===== src/rtl/dispatch_ctrl.sv =====
// dispatch_ctrl: holds one instruction from the instruction queue and presents it
// to the decoder. It then issues the decoded fields to the reservation station or
// to the load/store buffer, together with the ROB tag.
// Optional statistics counters are enabled with the DISPATCH_STAT_EN macro.
module dispatch_ctrl #(
   parameter int ROB_W  = 4,
   parameter int NAME_W = 6
) (
   input  logic              clk_in,
   input  logic              rst_in,
   input  logic              rdy_in,
   input  logic              clear_in,
   input  logic              iq_valid,
   input  logic [31:0]       iq_inst,
   input  logic [31:0]       iq_pc,
   output logic              iq_pop,
   output logic [31:0]       dec_inst,
   input  logic [NAME_W-1:0] dec_name,
   input  logic [4:0]        dec_rd,
   input  logic [4:0]        dec_rs1,
   input  logic [4:0]        dec_rs2,
   input  logic [31:0]       dec_imm,
   input  logic              rob_full,
   input  logic              rs_full,
   input  logic              lsb_full,
   input  logic [ROB_W-1:0]  rob_tag,
   output logic              issue_valid,
   output logic              issue_to_lsb,
   output logic [NAME_W-1:0] issue_name,
   output logic [4:0]        issue_rd,
   output logic [4:0]        issue_rs1,
   output logic [4:0]        issue_rs2,
   output logic [31:0]       issue_imm,
   output logic [31:0]       issue_pc,
   output logic [ROB_W-1:0]  issue_tag,
`ifdef DISPATCH_STAT_EN
   output logic [31:0]       stat_issued,
   output logic [31:0]       stat_stall,
`endif
   output logic              illegal_out
);

   typedef enum logic [1:0] {EMPTY, READY, STALL} state_t;

   localparam logic [6:0] OP_LOAD  = 7'b0000011;
   localparam logic [6:0] OP_STORE = 7'b0100011;

   state_t      state, state_nxt;
   logic        hold_v;
   logic [31:0] hold_inst;
   logic [31:0] hold_pc;
   logic        tgt_lsb;
   logic        blocked;
   logic        dispatch;
   logic        drop;

   // An instruction is held whenever the FSM is out of EMPTY
   assign hold_v   = (state != EMPTY);
   assign dec_inst = hold_v ? hold_inst : 32'd0;

   // State register
   always_ff @(posedge clk_in or posedge rst_in) begin
      if (rst_in)
         state <= EMPTY;
      else
         state <= state_nxt;
   end

   // Next-state logic: a flush empties the slot; otherwise a pop refills it,
   // and a held instruction that cannot leave reflects the current back-pressure
   always_comb begin
      state_nxt = state;
      if (rdy_in) begin
         if (clear_in)
            state_nxt = EMPTY;
         else if (iq_pop)
            state_nxt = READY;
         else if (dispatch || drop)
            state_nxt = EMPTY;
         else if (hold_v)
            state_nxt = blocked ? STALL : READY;
      end
   end

   // Output decode: target steering, back-pressure, dispatch/drop and dequeue strobe
   always_comb begin
      tgt_lsb  = (hold_inst[6:0] == OP_LOAD) || (hold_inst[6:0] == OP_STORE);
      blocked  = rob_full | (tgt_lsb ? lsb_full : rs_full);
      dispatch = rdy_in & hold_v & ~blocked & ~clear_in & (dec_name != '0);
      drop     = rdy_in & hold_v & ~clear_in & (dec_name == '0);
      iq_pop   = rdy_in & ~clear_in & iq_valid & (~hold_v | dispatch | drop);
   end

   // Holding register: data only, qualified by the validity carried in the FSM
   always_ff @(posedge clk_in) begin
      if (iq_pop) begin
         hold_inst <= iq_inst;
         hold_pc   <= iq_pc;
      end
   end

   // Registered issue port; fields hold their value between dispatches
   always_ff @(posedge clk_in or posedge rst_in) begin
      if (rst_in) begin
         issue_valid  <= 1'b0;
         illegal_out  <= 1'b0;
         issue_to_lsb <= 1'b0;
         issue_name   <= '0;
         issue_rd     <= '0;
         issue_rs1    <= '0;
         issue_rs2    <= '0;
         issue_imm    <= '0;
         issue_pc     <= '0;
         issue_tag    <= '0;
      end else begin
         issue_valid <= dispatch;
         illegal_out <= drop;
         if (dispatch) begin
            issue_to_lsb <= tgt_lsb;
            issue_name   <= dec_name;
            issue_rd     <= dec_rd;
            issue_rs1    <= dec_rs1;
            issue_rs2    <= dec_rs2;
            issue_imm    <= dec_imm;
            issue_pc     <= hold_pc;
            issue_tag    <= rob_tag;
         end
      end
   end

`ifdef DISPATCH_STAT_EN
   logic stall_cyc;

   function automatic logic [31:0] sat_inc(input logic [31:0] v);
      return (v == 32'hFFFF_FFFF) ? v : v + 32'd1;
   endfunction

   // A stall cycle is an enabled cycle where a valid held instruction is blocked
   assign stall_cyc = rdy_in & hold_v & ~clear_in & (dec_name != '0) & blocked;

   // Saturating statistics; a flush does not clear them
   always_ff @(posedge clk_in or posedge rst_in) begin
      if (rst_in) begin
         stat_issued <= '0;
         stat_stall  <= '0;
      end else begin
         if (dispatch)
            stat_issued <= sat_inc(stat_issued);
         if (stall_cyc)
            stat_stall <= sat_inc(stat_stall);
      end
   end
`endif

endmodule


===== config.mk =====
export PLATFORM = sky130hd
export DESIGN_NAME = dispatch_ctrl
export DESIGN_NICKNAME = d
export VERILOG_FILES = /design/src/rtl/dispatch_ctrl.sv
export SDC_FILE = /design/constraint.sdc
export NUM_CORES = 1
export LEC_CHECK = 0
export ABC_CLOCK_PERIOD_IN_PS = 16300
export BUFFER_PORTS_ARGS = -buffer_cell sky130_fd_sc_hd__buf_4
export CAP_MARGIN = 5
export CORE_MARGIN = 4
export CORE_UTILIZATION = 40
export CTS_BUF_LIST = sky130_fd_sc_hd__clkbuf_8
export CTS_CLUSTER_SIZE = 24
export DETAILED_ROUTE_END_ITERATION = 10
export PLACE_DENSITY = 0.66
export SLEW_MARGIN = 10
export SYNTH_ARGS = -nofsm -noshare
export SYNTH_HDL_FRONTEND = slang
export SYNTH_SLANG_ARGS = --single-unit

===== constraint.sdc =====
create_clock -name clk_in -period 16.3 [get_ports clk_in]
set_input_delay 3.26 -clock clk_in [delete_from_list [all_inputs] [get_ports clk_in]]
set_output_delay 3.26 -clock clk_in [all_outputs]
set_load 0.03 [all_outputs]

== After elaboration in Yosys (flattened, before gate mapping) ==
Index checks and enable logic that the tools add are counted.

* Logic and storage cells: 44
* Input port bits: 129
* Output and inout bits: 125
* Register bits: 158

* Reductions and logical operators: 7
* Eq/ne operators: 2
* Multiplexer cells: 7
* Bitwise gates (word level): 15

{| class="wikitable"
|+ Operators by type and width
! operator !! number
|-
| 2-to-1 mux 32 bit || 1
|-
| 2-to-1 mux 2 bit || 5
|-
| AND 1 bit || 9
|-
| equality test 7 x 2 -> 1 bit (second input constant) || 1
|-
| equality test 7 x 6 -> 1 bit (second input constant) || 1
|-
| zero test 6 bit || 1
|-
| nonzero test 6 bit || 1
|-
| nonzero test 4 bit || 1
|-
| NOT 1 bit || 3
|-
| OR 1 bit || 3
|-
| logical OR 1 bit || 2
|-
| AND reduction 2 bit || 1
|-
| nonzero test 2 bit || 1
|-
| 2-to-1 mux 1 bit || 1
|}

== Logic depth before layout (Yosys ltp) ==
Gate-level depths: netlist of run 1.

* Depth after elaboration: 13
* Depth in mapped cells: 6
* Gate-level depth less buffers: 4

== Least setup slack after synthesis of run 1 ==
No wires, ideal clock.

* Path type: input-to-output
* From: input dec_name[2]
* To: output iq_pop
* Path slack: 5,872 ps
* Stages: 4
* Required time: 13,040 ps
* Arrival time: 7,168 ps
* Buffers on the path: 0
* Cell sequence: nor2_1 > and3_1 > a21oi_1 > a21oi_1

* Cells in the longest elaborated chain, start to end: 5
* Elaborated cells on any way between the ends: 7
* Those cells by class: bitwise: 5; reduce/logical: 2

{| class="wikitable"
|+ RTL lines
! element !! RTL line !! text
|-
| start, declared || 18 || <nowiki>input logic [NAME_W-1:0] dec_name,</nowiki>
|-
| nonzero test 6 bit || 89 || <nowiki>dispatch = rdy_in & hold_v & ~blocked & ~clear_in & (dec_name != '0);</nowiki>
|-
| AND 1 bit || 89 ||
|-
| OR 1 bit || 91 || <nowiki>iq_pop = rdy_in & ~clear_in & iq_valid & (~hold_v | dispatch | drop);</nowiki>
|-
| OR 1 bit * || 91 ||
|-
| AND 1 bit * || 91 ||
|-
| end, declared || 16 || <nowiki>output logic iq_pop,</nowiki>
|}

Every way passes the cells marked *; elsewhere a longest branch is shown, timed or not.

== Worst setup path in the final report of run 1 ==
* From: input lsb_full
* To: output iq_pop

* Cells in the longest elaborated chain, start to end: 9

{| class="wikitable"
|+ RTL lines
! element !! RTL line !! text
|-
| start, declared || 25 || <nowiki>input logic lsb_full,</nowiki>
|-
| 2-to-1 mux 1 bit || 88 || <nowiki>blocked = rob_full | (tgt_lsb ? lsb_full : rs_full);</nowiki>
|-
| OR 1 bit || 88 ||
|-
| NOT 1 bit || 89 ||
|-
| AND 1 bit (3 in a row) || 89 ||
|-
| OR 1 bit (2 in a row) || 91 ||
|-
| AND 1 bit || 91 ||
|}

No other way between the ends.

==> results of run 1 <==
registers in the layout, indices dropped and copies added, names as in the netlist, 5 cells and up:
signal / cells
hold_inst: 32
hold_pc: 32
issue_imm: 32
issue_name: 6
issue_pc: 32
issue_rd: 5
issue_rs1: 5
issue_rs2: 5
power by group:
group	internal, W	leakage, nW	switching, W
clock network	0.000125	0.202	0.000143
logic	0.000250	2.30	0.000286
registers	0.000506	1.77	0.0000528
kinds of logic after synthesis:
family          Yosys count  synth area share (%)
flops                   158                 68.68
buf+inv                  18                 3.699
simple gates             47                 4.845
compound gates            8                 1.126
mux                      90                 21.65
routing by layer:
layer | track usage, % | share of wire, % | up-vias
met3 | 8.099 | 11 | 22
met2 | 24.84 | 49 | 175
li1 | - | - | 1667
met4 | 6.409 | 1.9 | 0
met1 | 18.22 | 38 | 1740
met5 | 0 | 0 | -
metrics by stage:
stage	setup slack, ps	hold WS, ps	total power [W]
after CTS	8452	482.5	0.001384
after global routing	8393	495.0	0.001430
after floorplan	5872	457.8	0.0008935
final	8480	478.1	0.001363
after global placement	8481	459.8	0.001103
after detailed placement	8454	466.4	0.001108
area by class of cell:
type / instances / area share [%]
multi-input cells: 145 / 20.30
repair buffers: 257 / 22.52
well taps: 188 / 2.746
clock inverters: 14 / 1.388
flip-flops and latches: 158 / 49.90
inverters: 5 / 0.2483
clock buffers: 18 / 2.892
synth_stat cells (all sizes together):
| master | count | area share, % |
|---|---|---|
| a21oi | 3 | 0.24 |
| and2 | 33 | 3.3 |
| clkbuf | 3 | 0.18 |
| dfrtp | 94 | 38 |
| inv | 5 | 0.30 |
| o41a | 1 | 0.18 |
| nor2 | 6 | 0.36 |
| nand4 | 1 | 0.20 |
| nor3 | 2 | 0.16 |
| nand2 | 1 | 0.060 |
| a32oi | 1 | 0.14 |
| or2 | 1 | 0.10 |
| mux2 | 90 | 22 |
| o21ai | 1 | 0.080 |
| o31ai | 1 | 0.34 |
| edfxtp | 64 | 31 |
| buf | 10 | 3.2 |
| nand3 | 1 | 0.080 |
| nand4bb | 1 | 0.44 |
| and3 | 1 | 0.10 |
| a22o | 1 | 0.14 |
critical path: stages:
cell and delay, ps:
buf_4 80, inv_1 30, o41a_1 410, a21oi_1 470
a21oi_4 130, buf_4 190
worst paths after layout:
| kind | startpoint | end | depth (start not counted) |
|---|---|---|---|
| worst max register to register | hold_inst[3]$_DFFE_PP_ | issue_imm[1]$_DFFE_PP0P_ | 6 |
| worst max-delay path | lsb_full | iq_pop | 6 |
| worst min-delay path | hold_pc[31]$_DFFE_PP_ | issue_pc[31]$_DFFE_PP0P_ | 1 |
| max in group asynchronous | rst_in | issue_pc[28]$_DFFE_PP0P_ | 3 |
| worst min register to register | hold_pc[31]$_DFFE_PP_ | issue_pc[31]$_DFFE_PP0P_ | 1 |
| min in group asynchronous | rst_in | issue_imm[19]$_DFFE_PP0P_ | 2 |
==> metrics.cfg, run 1 <==
[sta]
skew_ps=17.01
rsz0062_at_grt=false
fin_crit_sh_pct=47.97
max_freq_ghz=0.1279
fin_crit_ps=7820
setup_viol=0
slew_headroom_pct=43.74
worst_slew_pin_slew_ps=843.8
tns_ps=0
final_max_slew_viol_count=0
hold_violations=0

[placement]
gp_congestion=0.7542
dp_hpwl_um=9887
dp_cells=753
io_buffer_count=253
place_area_um2=8199

[floorplanning]
start_util_pct=40.94
die-area_um2=17620
fp.dieH_um=132.7
coreArea_um2=15200
die_x_um=132.7
fp-row-count=45
ios=254

[grt]
grt_pass1_vias=4054
grt_use_total_pct=15.74
grt_max_degree=65
grt_antenna_before_repair=0
grt_pass1_wl_um=21640
grt_overflow_total=0

[pwr]
ir_worst_vdd_uv=66.82
p_leak_nw=4.273
cellPowerDensity_nw_per_um2=159.1

[logic_synthesis]
ys_ff_latch=158
synth_fp_nets=450
syn_area_um2=6223
yosysSeqAreaShare_pct=68.68
yosysUniqueCellTypes=23
synth_cells=321
yosys_warnings=0
synth.avg_cell_area_um2=19.39

[worst_setup_path]
path_class=input port to output port
cp.required_ps=13040
endpoint_kind=output port
worst_setup_path_start_kind=input port
cp.arrival_ps=4560
rrSetupSlack_ps=13110
cp_max_fo=3

[clock_tree]
clk_latency_ps=450
numCtsBuffers=17
postCtsHoldBufs=0
postCtsSetupRepairBufs=0
clockBufferDepth=2
htree_levels=4
post_cts_resized=0
cts-root-buf=clkbuf_8
clk_pin_slew_ps=80
cts.sinks=158
cts_tree=yes

[run_status]
outcome=complete, no violations

[route]
vias=3604
wl_um=13500
first_pass_iters=4
viasPerCell=4.591
drc=0
wl_per_cell_um=17.19
antenna_left=0
drt_iter0_markers=123

[cells_and_area]
final_area_um2=8566
layout_commonest_cell=buf_4
ff_latch_area_um2=4274
nFillCells=1255
postLayoutCoreUtil_pct=56.35
final_layout_size_suffix_gt1_share_pct=64.15
final-instance-count-excl-fill=785
synthToLayoutAreaGrowth_pct=37.64
multi_input_area_um2=1739
final_cell_mix=buf_4 (257), dfrtp_1 (94), mux2_4 (89), edfxtp_1 (64), and2_1 (32)
nets=713
antenna_cells=0

[worst_hold_path]
hold_path.class=flop to flop

[run]
drv_cap=0

(Power assumes the default switching activity.)
==> inputs of run 2 (changes only) <==
--- a/config.mk
+++ b/config.mk
@@ -5,7 +5,7 @@
 export SDC_FILE = /design/constraint.sdc
 export NUM_CORES = 1
 export LEC_CHECK = 0
-export ABC_CLOCK_PERIOD_IN_PS = 16300
+export ABC_CLOCK_PERIOD_IN_PS = 6900
 export BUFFER_PORTS_ARGS = -buffer_cell sky130_fd_sc_hd__buf_4
 export CAP_MARGIN = 5
 export CORE_MARGIN = 4
@@ -13,7 +13,7 @@
 export CTS_BUF_LIST = sky130_fd_sc_hd__clkbuf_8
 export CTS_CLUSTER_SIZE = 24
 export DETAILED_ROUTE_END_ITERATION = 10
-export PLACE_DENSITY = 0.66
+export PLACE_DENSITY = 0.69
 export SLEW_MARGIN = 10
 export SYNTH_ARGS = -nofsm -noshare
 export SYNTH_HDL_FRONTEND = slang
==> constraint.sdc (replaced) <==
create_clock -name clk_in -period 6.9 [get_ports clk_in]
set_input_delay 1.38 -clock clk_in [delete_from_list [all_inputs] [get_ports clk_in]]
set_output_delay 1.38 -clock clk_in [all_outputs]
set_load 0.03 [all_outputs]
==> metrics.cfg, run 2 (synthesis gave the netlist of run 1 again) <==
[pwr]
cellPowerDensity_nw_per_um2=389.1
p_leak_nw=4.298
ir_worst_vdd_uv=234.2

[sta]
final_max_slew_viol_count=0
skew_ps=23.16
max_freq_ghz=0.2508
worst_slew_pin_slew_ps=1045
fin_crit_ps=3988
slew_headroom_pct=30.31
fin_crit_sh_pct=57.79
hold_violations=0
tns_ps=0
setup_viol=0
rsz0062_at_grt=false

[grt]
grt_pass1_wl_um=21840
grt_use_total_pct=15.67
grt_max_degree=66
grt_overflow_total=0
grt_pass1_vias=4054
grt_antenna_before_repair=0

[worst_setup_path]
crit_top_cell=buf_4
critPathTopFamily=compound AO/OA/AOI/OAI gates
worst_setup_path_start_kind=input port
cp_max_fo=3
cp.arrival_ps=2610
cpMaxStageDelayCell=o41a_1
path_buf_inv=3
path_class=input port to output port
endpoint_kind=output port
critical_path.max_stage_delay_ps=410
cp_cell_sequence=buf_4 -> inv_1 -> o41a_1 -> a21oi_1 -> a21oi_4 -> buf_4
cp.required_ps=5520

[cells_and_area]
final_cell_mix=buf_4 (257), dfrtp_1 (94), mux2_4 (89), edfxtp_1 (64), and2_1 (32)
layout_commonest_cell=buf_4
ff_latch_area_um2=4274
multi_input_area_um2=1739
final-instance-count-excl-fill=785
nets=713
nFillCells=1207
antenna_cells=0
final_layout_size_suffix_gt1_share_pct=64.32
synthToLayoutAreaGrowth_pct=39.02

[run_status]
outcome=complete, no violations

[floorplanning]
coreArea_um2=15200
start_util_pct=40.94
ios=254
fp.dieH_um=132.7
die_x_um=132.7
fp-row-count=45
die-area_um2=17620

[worst_hold_path]
hold_path.class=flop to flop

[clock_tree]
clockBufferDepth=2
htree_levels=4
clk_latency_ps=450
postCtsHoldBufs=0
cts.sinks=158
cts_tree=yes
clk_pin_slew_ps=90
cts-root-buf=clkbuf_8
post_cts_resized=0
numCtsBuffers=17
postCtsSetupRepairBufs=0

[route]
viasPerCell=4.618
drt_iter0_markers=103
first_pass_iters=3
wl_per_cell_um=17.18
antenna_left=0
drc=0
vias=3625
wl_um=13490

[placement]
gp_congestion=0.7453
io_buffer_count=253
dp_hpwl_um=9667
dp_cells=753

[run]
drv_cap=0

run 2: cell count changes in the layout (fill, tap and decap cells not counted), sizes merged:
cell      previous run  this run
bufinv               1         5
clkbuf              18        17
clkinv               6         2
clkinvlp             0         3
inv                 12        10
run 2: stage by stage:
stage               instance area, µm²  hold slack [ps]  worst slack [ps]  util (%)  total power [W]
floorplan                         6223            457.8             231.9         -         0.002111
global placement                  8199            461.1              2905     53.93         0.002601
detailed placement                8199            465.3              2891     53.93         0.002619
CTS                               8652            470.7              2891     56.91         0.003411
global route                      8652            475.2              2857     56.91         0.003521
finish                            8652            470.1              2912     56.91         0.003367
run 2: where the power goes:
group	internal (W)	total [W]	switching [W]	leakage [nW]
registers	0.00119	0.00132	0.000130	1.77
clock network	0.000431	0.000777	0.000346	0.227
logic	0.000591	0.00127	0.000675	2.30
run 2: final timing paths:
path                                             to                   start  cells past startpoint  slack (ps)
setup / recovery                             iq_pop                lsb_full                      6        2910
hold / removal             issue_pc[28]$_DFFE_PP0P_   hold_pc[28]$_DFFE_PP_                      1         470
setup reg to reg           issue_imm[1]$_DFFE_PP0P_  hold_inst[3]$_DFFE_PP_                      5        4350
hold reg to reg            issue_pc[28]$_DFFE_PP0P_   hold_pc[28]$_DFFE_PP_                      1         470
max in group asynchronous  issue_rs1[4]$_DFFE_PP0P_                  rst_in                      3        4820
min in group asynchronous  issue_to_lsb$_DFFE_PP0P_                  rst_in                      2         930
run 2: routing by layer:
layer  wire length [µm]  global-route usage (%)  vias up
met5                  0                       0        -
met4                216                   5.139        0
met3               1325                   7.376       15
met2               6519                   25.21      168
met1               5425                   18.70     1768
li1                   -                       -     1674
run 2: final cells by class:
class | count | area share (%)
Multi-Input combinational cell | 145 | 20.10
Tap cell | 188 | 2.719
Inverter | 5 | 0.2458
Sequential cell | 158 | 49.40
Clock buffer | 17 | 2.704
Timing Repair Buffer | 257 | 22.30
Clock inverter | 15 | 2.531
run 2: worst register-to-register path, cell delays in order (launching register included):
cell and delay [ps]:
edfxtp_1 400, nand4bb_4 270, o41a_1 390, nand4_4 110, buf_4 780, mux2_2 480
==> inputs of run 3 (changes only) <==
--- a/config.mk
+++ b/config.mk
@@ -5,7 +5,7 @@
 export SDC_FILE = /design/constraint.sdc
 export NUM_CORES = 1
 export LEC_CHECK = 0
-export ABC_CLOCK_PERIOD_IN_PS = 6900
+export ABC_CLOCK_PERIOD_IN_PS = 3750
 export BUFFER_PORTS_ARGS = -buffer_cell sky130_fd_sc_hd__buf_4
 export CAP_MARGIN = 5
 export CORE_MARGIN = 4
@@ -13,7 +13,7 @@
 export CTS_BUF_LIST = sky130_fd_sc_hd__clkbuf_8
 export CTS_CLUSTER_SIZE = 24
 export DETAILED_ROUTE_END_ITERATION = 10
-export PLACE_DENSITY = 0.69
+export PLACE_DENSITY = 0.66
 export SLEW_MARGIN = 10
 export SYNTH_ARGS = -nofsm -noshare
 export SYNTH_HDL_FRONTEND = slang
==> constraint.sdc (replaced) <==
create_clock -name clk_in -period 3.75 [get_ports clk_in]
set_input_delay 0.75 -clock clk_in [delete_from_list [all_inputs] [get_ports clk_in]]
set_output_delay 0.75 -clock clk_in [all_outputs]
set_load 0.03 [all_outputs]
==> metrics.cfg, run 3 (synthesis gave the netlist of run 1 again) <==
[route]
drt_iter0_markers=108
wl_um=13790
first_pass_iters=4
wl_per_cell_um=17.53
drc=0
antenna_left=0
viasPerCell=4.602
vias=3622

[sta]
slew_headroom_pct=45.87
rsz0062_at_grt=false
fin_crit_ps=2936
setup_viol=0
tns_ps=0
worst_slew_pin_slew_ps=812.0
skew_ps=19.98
max_freq_ghz=0.3406
fin_crit_sh_pct=78.30
hold_violations=0
final_max_slew_viol_count=0

[clock_tree]
clk_pin_slew_ps=100
clk_latency_ps=450
htree_levels=4
postCtsSetupRepairBufs=0
post_cts_resized=0
cts.sinks=158
cts_tree=yes
cts-root-buf=clkbuf_8
postCtsHoldBufs=0
clockBufferDepth=2
numCtsBuffers=17

[cells_and_area]
final_layout_size_suffix_gt1_share_pct=64.44
nets=715
antenna_cells=0
nFillCells=1214
layout_commonest_cell=buf_4
synthToLayoutAreaGrowth_pct=38.36
final_cell_mix=buf_4 (259), dfrtp_1 (94), mux2_4 (89), edfxtp_1 (64), and2_1 (32)

[grt]
grt_use_met1_pct=18.40
grt_pass1_vias=4042
grt_overflow_total=0
grt_antenna_before_repair=0
grt_max_degree=65
use_met2_pct=24.65
grt_pass1_wl_um=21490
globalRouteMet3Util_pct=7.985
grt_use_total_pct=15.65
grt_busiest_layer=met2

[placement]
io_buffer_count=253
gp_congestion=0.7839
dp_hpwl_um=10060

[worst_setup_path]
cp_max_fo=3
critPathTopFamily=compound AO/OA/AOI/OAI gates
path_class=flop to output port
rrSetupSlack_ps=1340
cp.required_ps=3000
endpoint_kind=output port
cp.arrival_ps=2190
cpMaxStageDelayCell=edfxtp_1
critical_path.max_stage_delay_ps=400
cp_cell_sequence=nand4bb_4 -> o41a_1 -> a21oi_1 -> a21oi_4 -> buf_4
path_buf_inv=1
worst_setup_path_start_kind=flop

[run_status]
outcome=complete, no violations

[floorplanning]
ios=254
die-area_um2=17620
start_util_pct=40.94
fp-row-count=45
coreArea_um2=15200
die_x_um=132.7
fp.dieH_um=132.7

[pwr]
total_power_w=0.006028
p_leak_nw=4.280
ir_worst_vdd_uv=316.9
cellPowerDensity_nw_per_um2=700.0

[run]
drv_cap=0

[worst_hold_path]
hold_path.class=input port to asynchronous set/reset pin

-- run 3: metal layers --
| metal | part of all wire (%) | routed length, µm |
|---|---|---|
| met3 | 11 | 1466 |
| met2 | 47 | 6511 |
| met5 | 0 | 0 |
| met1 | 40 | 5530 |
| met4 | 2.1 | 286 |
-- run 3: cell type report --
type                    instances  area [µm²]  area share [%]
repair buffers                259        1944           22.58
multi-input cells             145        1739           20.20
clock buffers                  17       234.0           2.717
flip-flops and latches        158        4274           49.64
inverters                       5       21.27          0.2470
well taps                     188       235.2           2.732
clock inverters                15       162.7           1.889
-- run 3: final timing paths --
check / cells past startpoint / start / endpoint
min: 2 / rst_in / issue_rd[4]$_DFFE_PP0P_
max: 5 / hold_inst[3]$_DFFE_PP_ / iq_pop
min in group clk_in: 1 / iq_pc[19] / hold_pc[19]$_DFFE_PP_
max in group asynchronous: 3 / rst_in / issue_pc[24]$_DFFE_PP0P_
max reg2reg: 5 / hold_inst[3]$_DFFE_PP_ / hold_pc[24]$_DFFE_PP_
min reg2reg: 1 / hold_pc[16]$_DFFE_PP_ / issue_pc[16]$_DFFE_PP0P_
-- run 3: worst register-to-register path: cells and delay by family, from the launching register on --
kind	cells	cell delay, ps
AOI/OAI and AO/OA	3	660
and+or+nand+nor	1	270
DFF	1	400
buffers and inverters	1	680
-- run 3: report_power, final --
part	switching, W	internal, W	leakage (nW)	total (W)
clock network	0.000655	0.000604	0.200	0.00126
logic	0.00125	0.00109	2.31	0.00233
registers	0.000238	0.00220	1.77	0.00244
-- run 3: per-stage QoR --
step	instances	instance area [µm²]	hold slack, ps	utilization (%)	setup WS (ps)
final	787	8611	374.4	56.64	813.7
after global routing	787	8611	380.8	56.64	603.2
after CTS	787	8611	363.9	56.64	738.3
after detailed placement	755	8214	465.7	54.03	1015
after global placement	755	8214	460.1	54.03	1006
after floorplan	321	6235	457.8	-	551.3
